$ cat config.mk
export PLATFORM = sky130hd
export DESIGN_NAME = axil_bram_bridge
export DESIGN_NICKNAME = d
export VERILOG_FILES = /design/src/rtl/axil_bram_bridge.sv
export SDC_FILE = /design/constraint.sdc
export NUM_CORES = 1
export LEC_CHECK = 0
export CORE_UTILIZATION = 35
export DETAILED_ROUTE_END_ITERATION = 8
export HOLD_SLACK_MARGIN = 0.1
export PLACE_DENSITY_LB_ADDON = 0.08
export SYNTH_ARGS = -nofsm -noshare
export SYNTH_HDL_FRONTEND = slang
export SYNTH_SLANG_ARGS = --single-unit
export TNS_END_PERCENT = 30
$ cat constraint.sdc
create_clock -name clk -period 16.4 [get_ports clk]
set_clock_uncertainty 0.05 [all_clocks]
set_input_delay 4.1 -clock clk [delete_from_list [all_inputs] [get_ports clk]]
set_output_delay 4.1 -clock clk [all_outputs]
set_load 0.02 [all_outputs]
$ cat src/rtl/axil_bram_bridge.sv
// AXI4-Lite slave bridging host register traffic onto one single-port BRAM port.
// Ports: s_axil_* AXI-Lite slave; mem_* BRAM host port. Option: AXIL_BRIDGE_RANGE_CHK_EN.
module axil_bram_bridge #(
  parameter int ADDR_W = 16
) (
  input  logic              clk,
  input  logic              rst,
  input  logic [31:0]       s_axil_awaddr,
  input  logic              s_axil_awvalid,
  output logic              s_axil_awready,
  input  logic [31:0]       s_axil_wdata,
  input  logic [3:0]        s_axil_wstrb,
  input  logic              s_axil_wvalid,
  output logic              s_axil_wready,
  output logic [1:0]        s_axil_bresp,
  output logic              s_axil_bvalid,
  input  logic              s_axil_bready,
  input  logic [31:0]       s_axil_araddr,
  input  logic              s_axil_arvalid,
  output logic              s_axil_arready,
  output logic [31:0]       s_axil_rdata,
  output logic [1:0]        s_axil_rresp,
  output logic              s_axil_rvalid,
  input  logic              s_axil_rready,
  output logic              mem_en,
  output logic [3:0]        mem_we,
  output logic [ADDR_W-3:0] mem_addr,
  output logic [31:0]       mem_wdata,
  input  logic [31:0]       mem_rdata
);

  typedef enum logic [1:0] {
    IDLE     = 2'd0,
    WR_ISSUE = 2'd1,
    RD_ISSUE = 2'd2
  } state_t;

  state_t      state;
  logic [31:0] awaddr_q;
  logic [31:0] araddr_q;
  logic [31:0] wdata_q;
  logic [3:0]  wstrb_q;
  logic        last_wr;
  logic        err_q;

  logic        aw_acc;
  logic        w_acc;
  logic        ar_acc;
  logic [31:0] wr_addr;
  logic [31:0] rd_addr;
  logic [31:0] wr_data;
  logic [3:0]  wr_strb;
  logic        wr_p;
  logic        rd_p;
  logic        wr_gnt;
  logic        rd_gnt;
  logic        wr_bad;
  logic        rd_bad;
  logic        unused_addr;

  // A holding register is full while its ready is low. Requests being
  // accepted this very cycle are forwarded so they can issue at once.
  always_comb begin
    aw_acc  = s_axil_awvalid && s_axil_awready;
    w_acc   = s_axil_wvalid && s_axil_wready;
    ar_acc  = s_axil_arvalid && s_axil_arready;
    wr_addr = s_axil_awready ? s_axil_awaddr : awaddr_q;
    wr_data = s_axil_wready ? s_axil_wdata : wdata_q;
    wr_strb = s_axil_wready ? s_axil_wstrb : wstrb_q;
    rd_addr = s_axil_arready ? s_axil_araddr : araddr_q;
    wr_p    = (!s_axil_awready || aw_acc)
           && (!s_axil_wready || w_acc)
           && !s_axil_bvalid
           && (state != WR_ISSUE);
    rd_p    = (!s_axil_arready || ar_acc)
           && !s_axil_rvalid
           && (state != RD_ISSUE);
    // Round-robin: the side not granted last wins a tie.
    wr_gnt  = wr_p && (!rd_p || !last_wr);
    rd_gnt  = rd_p && !wr_gnt;
`ifdef AXIL_BRIDGE_RANGE_CHK_EN
    wr_bad  = (wr_addr >> ADDR_W) != 32'd0;
    rd_bad  = (rd_addr >> ADDR_W) != 32'd0;
`else
    wr_bad  = 1'b0;
    rd_bad  = 1'b0;
`endif
  end

  // Low address bits (and upper bits without the range check) are dropped.
  assign unused_addr = ^{wr_addr, rd_addr};

  always_ff @(posedge clk or posedge rst) begin
    if (rst) begin
      state          <= IDLE;
      last_wr        <= 1'b0;
      err_q          <= 1'b0;
      awaddr_q       <= '0;
      araddr_q       <= '0;
      wdata_q        <= '0;
      wstrb_q        <= '0;
      s_axil_awready <= 1'b1;
      s_axil_wready  <= 1'b1;
      s_axil_arready <= 1'b1;
      s_axil_bvalid  <= 1'b0;
      s_axil_bresp   <= 2'b00;
      s_axil_rvalid  <= 1'b0;
      s_axil_rresp   <= 2'b00;
      s_axil_rdata   <= '0;
      mem_en         <= 1'b0;
      mem_we         <= '0;
      mem_addr       <= '0;
      mem_wdata      <= '0;
    end else begin
      mem_en <= 1'b0;
      mem_we <= '0;

      if (wr_gnt) begin
        s_axil_awready <= 1'b1;
        s_axil_wready  <= 1'b1;
      end else begin
        if (aw_acc) begin
          s_axil_awready <= 1'b0;
          awaddr_q       <= s_axil_awaddr;
        end
        if (w_acc) begin
          s_axil_wready <= 1'b0;
          wdata_q       <= s_axil_wdata;
          wstrb_q       <= s_axil_wstrb;
        end
      end

      // The read address stays held until its response is taken.
      if (ar_acc) begin
        s_axil_arready <= 1'b0;
        araddr_q       <= s_axil_araddr;
      end else if (s_axil_rvalid && s_axil_rready) begin
        s_axil_arready <= 1'b1;
      end

      if (state == WR_ISSUE) begin
        s_axil_bvalid <= 1'b1;
        s_axil_bresp  <= err_q ? 2'b10 : 2'b00;
      end else if (s_axil_bvalid && s_axil_bready) begin
        s_axil_bvalid <= 1'b0;
      end

      if (state == RD_ISSUE) begin
        s_axil_rvalid <= 1'b1;
        s_axil_rresp  <= err_q ? 2'b10 : 2'b00;
        s_axil_rdata  <= err_q ? 32'd0 : mem_rdata;
      end else if (s_axil_rvalid && s_axil_rready) begin
        s_axil_rvalid <= 1'b0;
      end

      // The port frees after every one-cycle issue, so grant each cycle.
      if (wr_gnt) begin
        state     <= WR_ISSUE;
        last_wr   <= 1'b1;
        err_q     <= wr_bad;
        mem_en    <= !wr_bad;
        mem_we    <= wr_bad ? 4'd0 : wr_strb;
        mem_addr  <= wr_addr[ADDR_W-1:2];
        mem_wdata <= wr_data;
      end else if (rd_gnt) begin
        state    <= RD_ISSUE;
        last_wr  <= 1'b0;
        err_q    <= rd_bad;
        mem_en   <= !rd_bad;
        mem_addr <= rd_addr[ADDR_W-1:2];
      end else begin
        state <= IDLE;
      end
    end
  end

endmodule

# == Word-level counts from Yosys, hierarchy flattened ==
# Cells that the tools add are included.
# op_classes
addsub,0
n_mul,0
n_div,0
order_cmp,0
eq_ne,4
shift,0
n_mux,26
bitwise,1
reduce_logical,32
# ops
cell,n
$mux W32,2
$mux W16,2
$mux W14,2
$mux W1,15
$logic_and A1 B1 Y1,12
$reduce_bool A2 Y1,6
$logic_not A1 Y1,8
$mux W4,2
$mux W2,3
$logic_or A1 B1 Y1,4
$reduce_and A2 Y1,2
$eq A2 B1 Y1 const B,1
$eq A2 B2 Y1 const B,1
$ne A2 B1 Y1 const B,1
$ne A2 B2 Y1 const B,1
$not A1 Y1,1
# word_totals
reg_bits,164
latch_bits,0
ram_bits,0
mem_bits_ro,0
input_bits,139
output_inout_bits,92
elab_cells,82
memories,0

# == Depth between registers and ports, before layout ==
# depth
depth_word,11
depth_mapped,8
depth_no_buf,5

# == Worst setup path before layout ==
# No wires, ideal clock.
# synth_timing
path_type,input to register
startpoint,input port s_axil_awvalid
endpoint,register awaddr_q[10]
setup_ps,128
arrival_ps,5333
required_time_ps,16222
setup_slack_ps,10890
cell_stages,6
path_buffers,2
cell_sequence,nand2b_1 > and4_1 > buf_2 > a21oi_4 > buf_4 > mux2_1
# synth_between
elab_chain_cells,8
# synth_lines
item,line_no,source
"start, declared",9,"input logic s_axil_awvalid,"
$logic_and A1 B1 Y1 (*),64,aw_acc = s_axil_awvalid && s_axil_awready;
$logic_or A1 B1 Y1,71,wr_p = (!s_axil_awready || aw_acc)
$logic_and A1 B1 Y1,72,&& (!s_axil_wready || w_acc)
$logic_and A1 B1 Y1,73,&& !s_axil_bvalid
$logic_and A1 B1 Y1,74,&& (state != WR_ISSUE);
$logic_and A1 B1 Y1,79,wr_gnt = wr_p && (!rd_p || !last_wr);
$not A1 Y1 (no line),n/a,
$reduce_and A2 Y1 (no line) (*),n/a,
"end signal, assigned",124,awaddr_q <= s_axil_awaddr;
"end, declared",39,logic [31:0] awaddr_q;
# Every way passes the cells marked *; elsewhere a longest branch is shown, timed or not.
# A chain may end at the register's enable or synchronous reset.

# == Final worst setup path ==
# layout_timing
startpoint,input port s_axil_awvalid
endpoint,register mem_wdata[15]
# layout_between
elab_chain_cells,6
# layout_lines
item,line_no,source
$logic_and A1 B1 Y1,64,
$logic_or A1 B1 Y1,71,
$logic_and A1 B1 Y1,72,
$logic_and A1 B1 Y1,73,
$logic_and A1 B1 Y1,74,
$logic_and A1 B1 Y1,79,
"end signal, assigned",164,mem_wdata <= wr_data;
"end, declared",28,"output logic [31:0] mem_wdata,"
# No other way between the ends.

==> flow_metrics.py <==
metrics = {
    "run_status": {
        "status": "finished, final reports clean",
    },
    "worst_setup_path": {
        "rrSetupSlack_ns": 12.61,
        "cp_top_family": "buffers and inverters",
        "start_kind": "input pin",
        "arrival_ns": 7.36,
        "regToRegStartpoint": "s_axil_arready",
        "r2r_cells": 5,
        "cp_slowest_cell": "inv_1",
        "path_buf_inv": 3,
        "path_cells": "clkdlybuf4s50_1, nand2b_1, and4_1, buf_4, nand2_1, inv_1, a21oi_1",
        "cp_max_fo": 34,
        "crit_type": "in -> reg",
        "critPathCaptureType": "register",
        "r2r-end": "mem_wdata[15]",
        "cp-startpoint": "s_axil_awvalid",
        "cp.required_ns": 16.58,
        "critPathMaxStageDelay_ns": 1.15,
    },
    "clock_tree": {
        "clkLatencyLatePin_ns": 0.41,
        "htreeDepth": 4,
        "cts_setup_buffers": 0,
        "cts_resized": 0,
        "cts-root-buf": "clkbuf_16",
        "numCtsBuffers": 17,
        "clk_path_buf_depth": 2,
        "clk_pin_slew_ns": 0.06,
        "cts_hold_buffers": 0,
        "cts_tree": "done",
        "cts_sinks": 155,
    },
    "floorplan": {
        "die_w_um": 139.9,
        "floorplan.initialDensity_pct": 35.70,
        "row_count": 50,
        "dieArea_um2": 19570,
        "die_h_um": 139.9,
        "coreArea_um2": 18640,
        "io_pins": 231,
    },
    "cells_and_area": {
        "multiInputGateArea_um2": 2544,
        "fin_nets": 862,
        "fill_cells": 1670,
        "antennaDiodeCount": 0,
        "seq_area_um2": 3882,
        "drive_gt1_share_pct": 15.90,
        "syn_to_final_growth_pct": 39.32,
    },
    "job": {
        "cap_violations": 0,
    },
    "drt": {
        "antenna_left": 0,
        "via_count": 4756,
        "wl_mm": 16.51,
        "vias_per_cell": 4.903,
        "drt_iter0_markers": 183,
        "wl_per_cell_um": 17.02,
        "drcViolationCount": 0,
        "dr.pass1.iters": 4,
    },
    "yosys": {
        "synth_area_leaders": "dfrtp_1, mux2_2, mux2i_1",
        "ys_ff_latch": 155,
        "post-synth-top-count-cell": "dfrtp_1",
        "ys_async_sr_fraction_pct": 100.0,
        "synthesis.area_um2": 6656,
        "ys_types": 27,
        "ys_seq_area_share_pct": 58.33,
        "synth_commonest_cells": "dfrtp_1, nand2_1, a21oi_1",
        "synth_ff_type": "dfrtp_1",
        "synth_top_area_share_pct": 57.14,
        "avgSynthCellArea_um2": 12.15,
        "synth_edf_count": 0,
        "syn_inst": 548,
        "synth_top_cell_by_area": "dfrtp_1",
        "yosysWarnings": 0,
    },
    "sta": {
        "fin_crit_sh_pct": 43.75,
        "rsz0062_at_grt": "no",
        "drv_slew": 0,
        "setup_viol": 0,
        "timing.hold.ws_ns": 0.4194,
        "fin_crit_ns": 7.176,
        "setup_tns_ns": 0,
        "relSlewSlack_pct": 15.89,
        "final_hold_viol_count": 0,
        "worstMarginPinSlew_ns": 1.260,
        "max_freq_ghz": 0.1394,
    },
    "global_routing": {
        "gr-total-overflow": 0,
        "grt_pass1_vias": 4969,
        "track_usage_pct": 17.47,
        "antenna_found_initial": 0,
        "grt_max_degree": 85,
        "grt_pass1_wl_mm": 26.57,
    },
    "pwr": {
        "powerDensity_nw_per_um2": 221.5,
        "finalPower_mw": 2.054,
        "vdd_ir_drop_max_v": 0.00008815,
        "cellLeakagePower_nw": 3.959,
    },
    "hold_path": {
        "whs_path_depth": 2,
        "worstHoldStart": "s_axil_rdata[12]",
        "hp-class": "reg -> reg",
        "whs_endpoint": "s_axil_rdata[12]",
    },
    "placed_design": {
        "routabilityCongestion": 0.7082,
        "dp_hpwl_mm": 10.83,
        "portBuffers": 190,
    },
}
cell type report:
| type | instances | area share, % |
|---|---|---|
| multi-input combinational | 349 | 27.43 |
| inverter | 4 | 0.2159 |
| sequential | 155 | 41.86 |
| clock buffer | 23 | 5.154 |
| clock inverter | 9 | 1.187 |
| tap | 234 | 3.157 |
| timing repair buffer | 196 | 20.99 |
per-layer routing:
metal	wire [um]	part of all wire, %	track usage [%]
met4	157	0.95	4.453
met1	7326	44	22.12
met5	0	0	0
met3	1039	6.3	6.051
met2	7987	48	28.53
how the worst max path moves through the flow:
stage | end | cells after the start
finish | mem_wdata[15] | 7
global route | mem_wdata[3] | 6
CTS | mem_wdata[15] | 7
detailed placement | mem_wdata[5] | 6
global placement | mem_wdata[16] | 7
floorplan | araddr_q[10] | 1
worst reg2reg max path, stage by stage (launching register included):
cell and delay [ns]:
dfstp_2 0.86, nand2b_1 0.20, nand4_4 0.50, nand2_1 0.68, inv_1 1.15, a21oi_1 0.17
state kept, by name, indices dropped and copies added (netlist names):
| name | flops |
|---|---|
| mem_addr | 14 |
| wdata_q | 32 |
| state | 2 |
| mem_en | 1 |
| wstrb_q | 4 |
| awaddr_q | 14 |
| s_axil_wready | 1 |
| s_axil_arready | 1 |
| araddr_q | 14 |
| s_axil_rvalid | 1 |
| s_axil_rdata | 32 |
| s_axil_bvalid | 1 |
| mem_wdata | 32 |
| last_wr | 1 |
| s_axil_awready | 1 |
| mem_we | 4 |
through the flow:
step           instance area (um2)  cells  worst slack, ns  utilization, %
2_1_floorplan                 6668    551            8.077               -
3_3_place_gp                  8686    938            8.797           46.59
3_5_place_dp                  8686    938            8.749           46.59
4_1_cts                       9274    970            9.202           49.75
5_1_grt                       9274    970            8.941           49.75
6_report                      9274    970            9.224           49.75
power by group:
group	internal [mW]	switching (mW)	total, mW
Sequential	0.586	0.119	0.705
Clock	0.237	0.152	0.389
Combinational	0.462	0.497	0.960
kinds of logic (layout without fill, tap and decap cells):
logic type | count (synthesis) | count (layout) | share of synthesized area, %
flip-flops | 155 | 155 | 58.33
multiplexers | 129 | 129 | 20.86
AND/OR/NAND/NOR | 118 | 118 | 7.331
AO/OA/AOI/OAI | 98 | 98 | 9.756
buffers and inverters | 47 | 232 | 3.665
other | 1 | 4 | 0.05634
cells in the final DEF, fill, tap and decap left out, drive strengths merged, types with 14 or more instances in the layout:
cell type and n:
a21oi 65, clkbuf 23, clkdlybuf4s50 190, dfrtp 152, mux2 78, mux2i 51, nand2 103, o211ai 14
o221a 14
No activity file was read; power rests on OpenSTA's default activity.
